[src/rtl/autoref_scheduler.sv]
// Auto-refresh scheduler: interval ticks, owed-refresh accounting and the tRFC busy window.
// Outputs are registered (one-cycle latency from inputs); the arbiter applies backpressure by withholding ref_ack.
module autoref_scheduler #(
    parameter int CNT_W        = 28,
    parameter int MAX_POSTPONE = 8,
    parameter int OWED_W       = 4
) (
    input  logic             clk,
    input  logic             rst,
    input  logic             aref_en,
    input  logic [CNT_W-1:0] aref_interval,
    input  logic [CNT_W-1:0] trfc,
    input  logic             ref_ack,
    output logic             ref_req,
    output logic             ref_urgent,
    output logic             ref_busy,
    output logic [OWED_W-1:0] owed_cnt,
    output logic             ref_overflow
);

    typedef enum logic [1:0] {OFF, IDLE, RFC} state_t;

    localparam logic [OWED_W-1:0] OWED_MAX = OWED_W'(MAX_POSTPONE);

    state_t            state, state_nxt;
    logic [CNT_W-1:0]  ivl_cnt;
    logic [CNT_W-1:0]  rfc_cnt;
    logic [CNT_W-1:0]  trfc_eff;
    logic [OWED_W-1:0] owed_nxt;
    logic              ovf_nxt;
    logic              en_eff;
    logic              tick;
    logic              accept;
    logic              rfc_done;

    always_comb begin
        en_eff   = aref_en && (aref_interval != '0);
        // >= so that shrinking the interval below the running count ticks at once
        tick     = en_eff && (ivl_cnt >= (aref_interval - CNT_W'(1)));
        accept   = ref_ack && ref_req;
        rfc_done = (state == RFC) && (rfc_cnt == CNT_W'(1));
        trfc_eff = (trfc == '0) ? CNT_W'(1) : trfc;

        owed_nxt = owed_cnt;
        ovf_nxt  = ref_overflow;
        if (!en_eff) begin
            owed_nxt = '0;
            ovf_nxt  = 1'b0;
        end else if (tick && !accept) begin
            if (owed_cnt == OWED_MAX)
                ovf_nxt = 1'b1;
            else
                owed_nxt = owed_cnt + OWED_W'(1);
        end else if (accept && !tick) begin
            owed_nxt = owed_cnt - OWED_W'(1);
        end

        state_nxt = state;
        case (state)
            OFF:  state_nxt = en_eff ? IDLE : OFF;
            // an issued REF always opens the window, even if enable drops on the same edge
            IDLE: state_nxt = accept ? RFC : (en_eff ? IDLE : OFF);
            RFC:  state_nxt = rfc_done ? (en_eff ? IDLE : OFF) : RFC;
            default: state_nxt = OFF;
        endcase
    end

    always_ff @(posedge clk) begin
        if (rst) begin
            state        <= OFF;
            ivl_cnt      <= '0;
            rfc_cnt      <= '0;
            owed_cnt     <= '0;
            ref_overflow <= 1'b0;
            ref_req      <= 1'b0;
            ref_urgent   <= 1'b0;
            ref_busy     <= 1'b0;
        end else begin
            state        <= state_nxt;
            ivl_cnt      <= (!en_eff || tick) ? '0 : ivl_cnt + CNT_W'(1);
            owed_cnt     <= owed_nxt;
            ref_overflow <= ovf_nxt;
            if (accept)
                rfc_cnt <= trfc_eff;
            else if (state == RFC && rfc_cnt != '0)
                rfc_cnt <= rfc_cnt - CNT_W'(1);
            ref_busy     <= (state_nxt == RFC);
            ref_req      <= (state_nxt == IDLE) && (owed_nxt != '0);
            ref_urgent   <= (owed_nxt == OWED_MAX);
        end
    end

endmodule

[config.mk]
export PLATFORM = sky130hd
export DESIGN_NAME = autoref_scheduler
export DESIGN_NICKNAME = d
export VERILOG_FILES = /design/src/rtl/autoref_scheduler.sv
export SDC_FILE = /design/constraint.sdc
export NUM_CORES = 1
export LEC_CHECK = 0
export BUFFER_PORTS_ARGS = -buffer_cell sky130_fd_sc_hd__buf_2
export CAP_MARGIN = 0
export CORE_ASPECT_RATIO = 0.9
export CORE_MARGIN = 3
export CORE_UTILIZATION = 35
export CTS_CLUSTER_DIAMETER = 60
export DETAILED_ROUTE_END_ITERATION = 16
export GPL_TIMING_DRIVEN = 0
export RECOVER_POWER = 25
export SKIP_CTS_REPAIR_TIMING = 1
export SLEW_MARGIN = 10
export SYNTH_ARGS = -nofsm -noshare
export SYNTH_HDL_FRONTEND = slang
export SYNTH_SLANG_ARGS = --single-unit
[constraint.sdc]
create_clock -name clk -period 4.9 [get_ports clk]
set_input_delay 0 -clock clk [delete_from_list [all_inputs] [get_ports clk]]
set_output_delay 0 -clock clk [all_outputs]
set_load 0.05 [all_outputs]
==> flow_summary.toml, run 1 <==
[yosys]
synth_adder_area_share = 0.0983
synth_area_sq_um = 4450
synth_cells = 554
ys_warn_count = 0
synth_ff_type = "dfxtp_1"
synth-simple-area-share = 0.276
async_flop_share = 0
synth_top_family_by_area = "simple AND/OR/NAND/NOR gates"
ys_ff_latch = 66
synth_compound_area_frac = 0.151
avgSynthCellArea_sq_um = 8.04
yosysSeqAreaShare = 0.297
ys_types = 60
muxShareOfSynthArea = 0.00225
synth_xor_area_frac = 0.142
synth-edff-count = 0
synth_nets = 649

[layout]
final_common_cell = "nor2_1"
fillers = 1201
final_cell_count_no_fill = 805
diodes = 0
seq_area_sq_um = 1320
layout-drive-gt1-share = 0.136
layout_common_cells = "nor2_1 (77), dfxtp_1 (66), buf_2 (62)"
final_area_sq_um = 5350
nets = 736
area_growth_pct = 20.1
multiInputGateArea_sq_um = 2970

[timing]
finClkSkew_ns = 0.00926
max_slew_margin = 0.386
holdWs_ns = -0.00715
period_minus_slack_ns = 4.10
finalSetupViolations = 0
slew_violations = 0
worst_slack_ns = 0.798
fin_tns_setup_ns = 0
worstMarginPinSlew_ns = 0.912
grt_setup_unrepaired = "false"
hold_violations = 2
period_share = 0.837
fmax_mhz = 244

[power_and_ir_drop]
vdd_drop_max_mv = 0.147
switchingPower_uw = 283
p_leak_nw = 2.05
p_total_mw = 1.27
sw_frac_of_total = 0.223
p_comb_frac = 0.076
seq_power_share = 0.425
pwr_density_cell_nw_per_um2 = 237
p_clk_frac = 0.499
p_int_uw = 986

[worst_setup_path]
critPathCaptureType = "flop"
crit_chain = "buf_2 -> inv_1 -> ha_1 -> nand3b_1 -> nor4_2 -> nand3b_1 -> nand2b_1 -> nor4_1 -> xnor2_1 -> ha_1 -> and4_1 -> a221oi_1 -> o21ai_0 -> and2_1 -> a311o_1 -> and4_1 -> nor3b_1"
required_ns = 5.09
slowest_stage = "a221oi_1"
path_class = "in2reg"
critPathArrivalTime_ns = 4.29
critical_path.max_fanout = 5
cp_slowest_stage_delay_ns = 0.47
startpoint_type = "primary input"

[clocking]
path_clk_slew_ns = 0.05
h-tree-depth = 3
numCtsBuffers = 9
insertion_delay_ns = 0.33
cts_tree = "done"
cts_buffer_depth = 2
clockRootBuffer = "clkbuf_16"
cts_sinks = 66

[floorplanning]
start_util = 0.364
die_h_um = 113
core_sq_um = 12200
die_w_um = 125
dieArea_sq_um = 14100
ioPinCount = 68
fp-row-count = 38

[global_route]
antenna_found_initial = 0
grt_pass1_wl_mm = 19.5
track_usage = 0.166
grt_max_degree = 11
grt_overflow = 0
grt_pass1_vias = 4013

[placement]
dp.cells = 780
dp_slack_ns = 0.386
globalplace.congestion = 0.871
place_area_sq_um = 4980
numPortBuffers = 66
post-dp-hpwl_mm = 9.21

[detailed_routing]
vias_per_cell = 5.37
ant_nets = 0
wl_mm = 12.0
drt_drc_violations_left = 0
vias = 4326
routedWlPerCell_um = 14.9
dr.pass1.iters = 5
drt_iter0_drc = 286

[hold_path]
hold_path.class = "in2reg"

[status]
status = "finished with violations"
violations = "negative hold slack"

[job]
maxCapViolCount = 0
==> flip-flops by register name, summed over array words and instances, names as in the netlist <==
register / cells
ivl_cnt: 28
ref_urgent: 1
state: 2
owed_cnt: 4
rfc_cnt: 28
ref_overflow: 1
ref_busy: 1
ref_req: 1
==> Yosys cell counts, types with 2 or more instances <==
library cell  number  share of area
a211oi_1           9          0.015
a21o_1             3         0.0051
a21oi_1           38          0.043
a221oi_1           2         0.0039
a22o_1             2         0.0039
a22oi_1            3         0.0051
a41oi_1            3         0.0059
and2_1             3         0.0042
and3_1             5         0.0070
and4_1             6          0.012
buf_2              4         0.0045
buf_4              2         0.0034
clkbuf_1          10         0.0084
dfxtp_1           66           0.30
ha_1              35          0.098
inv_1             18          0.015
nand2_1           42          0.035
nand2b_1           5         0.0070
nand3_1           18          0.020
nand3b_1           3         0.0051
nand4_1           12          0.017
nor2_1            77          0.065
nor2b_1            4         0.0056
nor3_1            25          0.028
nor3b_1            2         0.0034
nor4_1            23          0.032
o21ai_0           22          0.025
o2bb2ai_1          2         0.0039
o31ai_1            2         0.0034
or2_2              2         0.0028
or3_1              3         0.0042
or3_4              2         0.0051
or4_1              4         0.0067
xnor2_1           48          0.094
xor2_1            24          0.047
==> final cells by class <==
| class | instances | area share |
|---|---|---|
| multi-input combinational | 453 | 0.555 |
| sequential | 66 | 0.247 |
| timing repair buffer | 76 | 0.0786 |
| clock buffer | 12 | 0.0461 |
| tap | 160 | 0.0374 |
| buffer | 17 | 0.0157 |
| inverter | 18 | 0.0126 |
| clock inverter | 3 | 0.00749 |
==> logic make-up (layout without fill, tap and decap cells) <==
kind of cell,count (synthesis),after routing
fa+ha+maj,35,35
flops,66,66
compound gates,103,103
xor+xnor,72,72
simple gates,242,242
buf+inv,35,126
mux,1,1
==> critical path, delay by kind of cell <==
family	cells	cell delay [ns]
compound gates	3	1.16
xor+xnor	1	0.17
fa+ha+maj	2	0.49
buf+inv	2	0.18
simple gates	9	2.28
==> layer usage <==
layer  track usage  vias up  part of all wire
met5             0        -                 0
met4        0.0470        0             0.011
met3        0.0378       13             0.047
met2         0.262      104              0.44
met1         0.231     2041              0.50
li1              -     2168                 -
==> path summary, 6_finish.rpt <==
| check | start | end | slack [ns] | cells past startpoint |
|---|---|---|---|---|
| setup / recovery | aref_interval[0] | ref_urgent | 0.80 | 17 |
| hold / removal | trfc[1] | rfc_cnt[1] | -0.007 | 3 |
| setup reg to reg | rfc_cnt[6] | rfc_cnt[5] | 1.55 | 9 |
| hold reg to reg | ivl_cnt[0] | ivl_cnt[0] | 0.46 | 1 |
==> through the flow <==
step | utilization | hold WS, ns
floorplan | - | 0.109
global placement | 0.408 | 0.213
detailed placement | 0.408 | 0.224
CTS | 0.431 | -0.125
global route | 0.438 | 0.00881
finish | 0.438 | -0.00715
==> power groups by stage <==
stage / Sequential, mW / Combinational (mW) / Clock, mW
6_report: 0.540 / 0.0963 / 0.633
5_1_grt: 0.539 / 0.107 / 0.670
4_1_cts: 0.539 / 0.0900 / 0.647
3_5_place_dp: 0.551 / 0.0896 / 0
3_3_place_gp: 0.551 / 0.0857 / 0
2_1_floorplan: 0.551 / 0.0408 / 0
No activity file was read; power rests on OpenSTA's default activity.
==> run 2, diff against run 1 <==
Settings changed: ABC_AREA set to 1.
Clock period 4.9 ns to 3.9 ns, I/O delays scaled along.
==> run 2 against run 1 <==
The run still ends with negative hold slack left; power grew 29%; clock power grew 30%; clock skew shrank 0.0040 ns; global-route usage shrank 0.50 points; via count grew 15%; critical path depth grew 6; flip-flop and latch count is the same; first-iteration DRC count grew 28%; worst setup slack gained 0.038 ns; critical endpoint is now ref_req; largest cell class unchanged; highest routed layer unchanged.
==> flow_summary.toml, run 2 <==
[clocking]
cts_tree = "done"
numCtsBuffers = 9
h-tree-depth = 3
path_clk_slew_ns = 0.06
insertion_delay_ns = 0.33
cts_sinks = 66
clockRootBuffer = "clkbuf_16"
cts_buffer_depth = 2

[placement]
dp_slack_ns = 0.445
globalplace.congestion = 0.845
post-dp-hpwl_mm = 10.2
numPortBuffers = 67
place_area_sq_um = 5900

[worst_setup_path]
startpoint_type = "primary input"
critical_path.max_fanout = 6
path_class = "in2reg"
critPathArrivalTime_ns = 3.28
critPathCaptureType = "flop"
rr_worst_depth = 13
required_ns = 4.12

[layout]
fillers = 1561
diodes = 0
nets = 936
seq_area_sq_um = 1320
layout-drive-gt1-share = 0.184
final_area_sq_um = 6240
multiInputGateArea_sq_um = 3510
reg_top3 = "ivl_cnt (28), rfc_cnt (28), owed_cnt (4)"
layout_common_cells = "nand2_1 (145), nor2_1 (99), inv_1 (85)"
area_growth_pct = 17.4
final_common_cell = "nand2_1"

[detailed_routing]
ant_nets = 0
dr.pass1.iters = 5
routedWlPerCell_um = 12.5
vias_per_cell = 4.77
drt_drc_violations_left = 0
drt_iter0_drc = 365
wl_mm = 13.1
vias = 4976

[power_and_ir_drop]
pwr_density_cell_nw_per_um2 = 262
p_leak_nw = 2.87
vdd_drop_max_mv = 0.180

[timing]
period_minus_slack_ns = 3.06
hold_violations = 2
fmax_mhz = 326
worst_slack_ns = 0.836
max_slew_margin = 0.522
worstMarginPinSlew_ns = 0.717
holdWs_ns = -0.0436
fin_tns_setup_ns = 0
finalSetupViolations = 0
slew_violations = 0
grt_setup_unrepaired = "false"
period_share = 0.786
finClkSkew_ns = 0.00530

[yosys]
synth_cells = 754
yosys.cell_count.top_type = "nand2_1"
avgSynthCellArea_sq_um = 7.05
synth_top_area_share = 0.249
async_flop_share = 0
ys_warn_count = 0
synth_ff_type = "dfxtp_1"
ys_ff_latch = 66
yosys.area.top_type = "dfxtp_1"
synth_area_leaders = "dfxtp_1 (25%), nand2_1 (10%), ha_1 (8.2%), nor2_1 (7.0%), xor2_1 (6.6%)"
synth-edff-count = 0
yosysSeqAreaShare = 0.249
synthTopCellsByCount = "nand2_1 (143), nor2_1 (99), inv_1 (85)"
synth_nets = 849
synth_area_sq_um = 5320
ys_types = 50

[global_route]
grt_max_degree = 11
grt_pass1_vias = 4560
antenna_found_initial = 0
grt_overflow = 0
grt_pass1_wl_mm = 21.8
track_usage = 0.161

[hold_path]
hold_path_depth = 3
hold_path.class = "in2reg"

[job]
maxCapViolCount = 0

[floorplanning]
die_w_um = 136
ioPinCount = 68
die_h_um = 123
fp-row-count = 42
dieArea_sq_um = 16700
start_util = 0.360
core_sq_um = 14800

[status]
violations = "negative hold slack"
status = "finished with violations"
run 2: logic make-up after synthesis:
| group | Yosys count | share of synthesized area |
|---|---|---|
| AOI/OAI and AO/OA | 95 | 0.114 |
| xor gates and xnor gates | 57 | 0.0939 |
| adders and majority gates | 35 | 0.0824 |
| buffers and inverters | 114 | 0.0871 |
| DFF | 66 | 0.249 |
| and+or+nand+nor | 387 | 0.374 |
run 2: metrics by stage:
stage	cells	hold slack (ns)	power (mW)	util
after floorplan	754	0.0691	0.762	-
after global placement	1019	0.286	0.823	0.399
after detailed placement	1019	0.293	0.824	0.399
after CTS	1035	-0.0592	1.65	0.420
after global routing	1044	0.00553	1.71	0.423
final	1044	-0.0436	1.64	0.423
run 2: final timing paths:
path,from,endpoint,slack [ns]
max reg2reg,rfc_cnt[19],rfc_cnt[26],0.98
max,aref_interval[0],ref_req,0.84
min reg2reg,ref_overflow,ref_overflow,0.47
min,trfc[13],rfc_cnt[13],-0.04
run 2: layout make-up:
type                       count  area share
buffer                        16      0.0124
clock buffer                  14      0.0423
clock inverter                 2     0.00561
inverter                      98      0.0591
multi-input combinational    574       0.563
sequential                    66       0.212
tap                          198      0.0397
timing repair buffer          76      0.0666
run 2: metal layers:
| layer | track usage | vias to the layer above | wire length (um) |
|---|---|---|---|
| met5 | 0 | - | 0 |
| met2 | 0.246 | 95 | 5770 |
| met1 | 0.233 | 2220 | 6590 |
| li1 | - | 2648 | - |
| met3 | 0.0297 | 13 | 510 |
| met4 | 0.0460 | 0 | 189 |
run 2: report_power, final:
part	switching, mW	internal [mW]	total, mW	leakage (nW)
logic	0.0791	0.0583	0.137	2.19
registers	0.00159	0.676	0.678	0.532
clock network	0.291	0.530	0.820	0.147
total	0.372	1.26	1.64	2.87
run 2: worst max-delay path, cell delays in order:
cell and delay (ns):
buf_2 0.09, inv_1 0.12, ha_1 0.20, nand2_1 0.12, nor2_2 0.32, nand3_1 0.17, nor2_1 0.26, nand2_1 0.13
xnor2_1 0.14, inv_1 0.06, ha_1 0.27, nand4_1 0.11, nor2_1 0.18, nand2_1 0.11, nor2_1 0.09, nand2_1 0.07
nand3_2 0.17, nand3_4 0.12, or2_0 0.23, nand3_2 0.10, nand2_2 0.08, nor2_1 0.11, nor2_1 0.05
==> run 3, diff against run 2 <==
Clock period 3.9 ns to 2.9 ns, I/O delays scaled along.
==> run 3 against run 2 <==
The flow finishes with violations (negative hold slack, negative setup slack); utilization grew 1.7 points; register-to-register slack got worse by 0.45 ns; critical path depth increased by 1; first-iteration DRC count shrank 25%; critical path type unchanged; largest cell class unchanged.
==> flow_summary.toml, run 3 (synthesized netlist as in run 2, its figures left out) <==
[floorplanning]
dieArea_sq_um = 16700
die_h_um = 123
start_util = 0.360
die_w_um = 136
ioPinCount = 68
core_sq_um = 14800
fp-row-count = 42

[detailed_routing]
drt_drc_violations_left = 0
drt_iter0_drc = 275
ant_nets = 0
vias_per_cell = 4.80
dr.pass1.iters = 5
routedWlPerCell_um = 12.6
vias = 5053
wl_mm = 13.3

[power_and_ir_drop]
seq_power_share = 0.411
pwr_density_cell_nw_per_um2 = 341
p_clk_frac = 0.498
p_leak_nw = 2.97
switchingPower_uw = 507
sw_frac_of_total = 0.229
vdd_drop_max_mv = 0.241
p_int_mw = 1.71
p_comb_frac = 0.091

[global_route]
grt_overflow = 0
antenna_found_initial = 0
grt_pass1_wl_mm = 21.8
grt_max_degree = 11
track_usage = 0.161
grt_pass1_vias = 4560

[timing]
finClkSkew_ns = 0.00478
period_share = 1.03
finalSetupViolations = 4
holdWs_ns = -0.0393
worst_slack_ns = -0.0953
worstMarginPinSlew_ns = 0.750
max_slew_margin = 0.500
fmax_mhz = 334
grt_setup_unrepaired = "true"
hold_violations = 2
slew_violations = 0
period_minus_slack_ns = 3.00

[worst_setup_path]
critPathCaptureType = "flop"
critPathArrivalTime_ns = 3.22
path_class = "in2reg"
required_ns = 3.12
critical_path.max_fanout = 6
startpoint_type = "primary input"

[placement]
dp_slack_ns = -0.555
post-dp-hpwl_mm = 10.2
numPortBuffers = 67
globalplace.congestion = 0.845
dp.cells = 1019

[job]
maxCapViolCount = 0

[layout]
reg_top3 = "ivl_cnt (28), rfc_cnt (28), owed_cnt (4)"
layout_common_cells = "nand2_1 (140), nor2_1 (93), inv_1 (84)"
final_cell_count_no_fill = 1053
diodes = 0
nets = 945
area_growth_pct = 22.2
layout-drive-gt1-share = 0.218
final_common_cell = "nand2_1"

[clocking]
path_clk_slew_ns = 0.06
insertion_delay_ns = 0.33
h-tree-depth = 3
cts_tree = "done"
cts_buffer_depth = 2
clockRootBuffer = "clkbuf_16"
cts_sinks = 66
numCtsBuffers = 9

[hold_path]
hold_path.class = "in2reg"

[status]
violations = "negative hold slack, negative setup slack"
status = "finished with violations"
[run 3: cell types whose count changed in the layout (fill, tap and decap cells not counted), moves of 2 or more]
cell      change
inv_2         +2
buf_8         +2
nand3_4       +2
buf_6         +5
nand2_4       +4
nand2_1       -5
nand3_1       -2
buf_2         -6
nor2_4        +6
buf_4        +10
nor2_1        -6
clkbuf_1      -3
[run 3: worst max-delay path: stages]
cell and delay (ns):
buf_8 0.10, nor2_4 0.11, nand2_2 0.08, nor2_4 0.12, nand2_2 0.08, nor2_4 0.16, nand3_4 0.10, nor3_4 0.27
nand4_4 0.16, nor3_4 0.24, xnor2_2 0.09, ha_1 0.32, nand4_1 0.13, nor2_2 0.15, nand2_2 0.08, nor2_1 0.10
nand2_1 0.09, nand3_4 0.15, nand3_4 0.10, or2_1 0.25, nand3_2 0.11, nand2_4 0.07, nor2_4 0.11, nor2_2 0.04
[run 3: area by class of cell]
type | count | area [sq um]
Buffer | 16 | 96.3
Clock buffer | 14 | 264
Clock inverter | 2 | 35.0
Fill cell | 1534 | 8270
Inverter | 98 | 370
Multi-Input combinational cell | 574 | 3640
Sequential cell | 66 | 1320
Tap cell | 198 | 248
Timing Repair Buffer | 85 | 520
[run 3: power by group through the flow]
| stage | Combinational, mW | Sequential (mW) | Clock, mW |
|---|---|---|---|
| 6_report | 0.202 | 0.911 | 1.10 |
| 5_1_grt | 0.227 | 0.911 | 1.18 |
| 4_1_cts | 0.178 | 0.911 | 1.13 |
| 3_5_place_dp | 0.177 | 0.931 | 0 |
| 3_3_place_gp | 0.175 | 0.931 | 0 |
| 2_1_floorplan | 0.0940 | 0.930 | 0 |
[run 3: metrics by stage]
stage / util / instance area [sq um] / TNS, ns / total power, mW
2_1_floorplan: - / 5320 / 0 / 1.02
3_3_place_gp: 0.399 / 5900 / -11.93 / 1.11
3_5_place_dp: 0.399 / 5900 / -12.45 / 1.11
4_1_cts: 0.420 / 6200 / -1.09 / 2.22
5_1_grt: 0.440 / 6500 / -5.66 / 2.31
6_report: 0.440 / 6500 / -0.186 / 2.22
[run 3: per-layer routing]
| metal | global-route usage | part of all wire |
|---|---|---|
| met1 | 0.233 | 0.50 |
| met5 | 0 | 0 |
| met2 | 0.246 | 0.45 |
| met3 | 0.0297 | 0.034 |
| met4 | 0.0460 | 0.014 |
[run 3: final timing paths]
path	cells after the start	slack, ns	start	end
setup / recovery	24	-0.1	aref_interval[4]	ref_req
hold / removal	3	-0.04	trfc[13]	rfc_cnt[13]
setup reg to reg	11	0.53	rfc_cnt[19]	rfc_cnt[12]
hold reg to reg	1	0.47	ivl_cnt[0]	ivl_cnt[0]
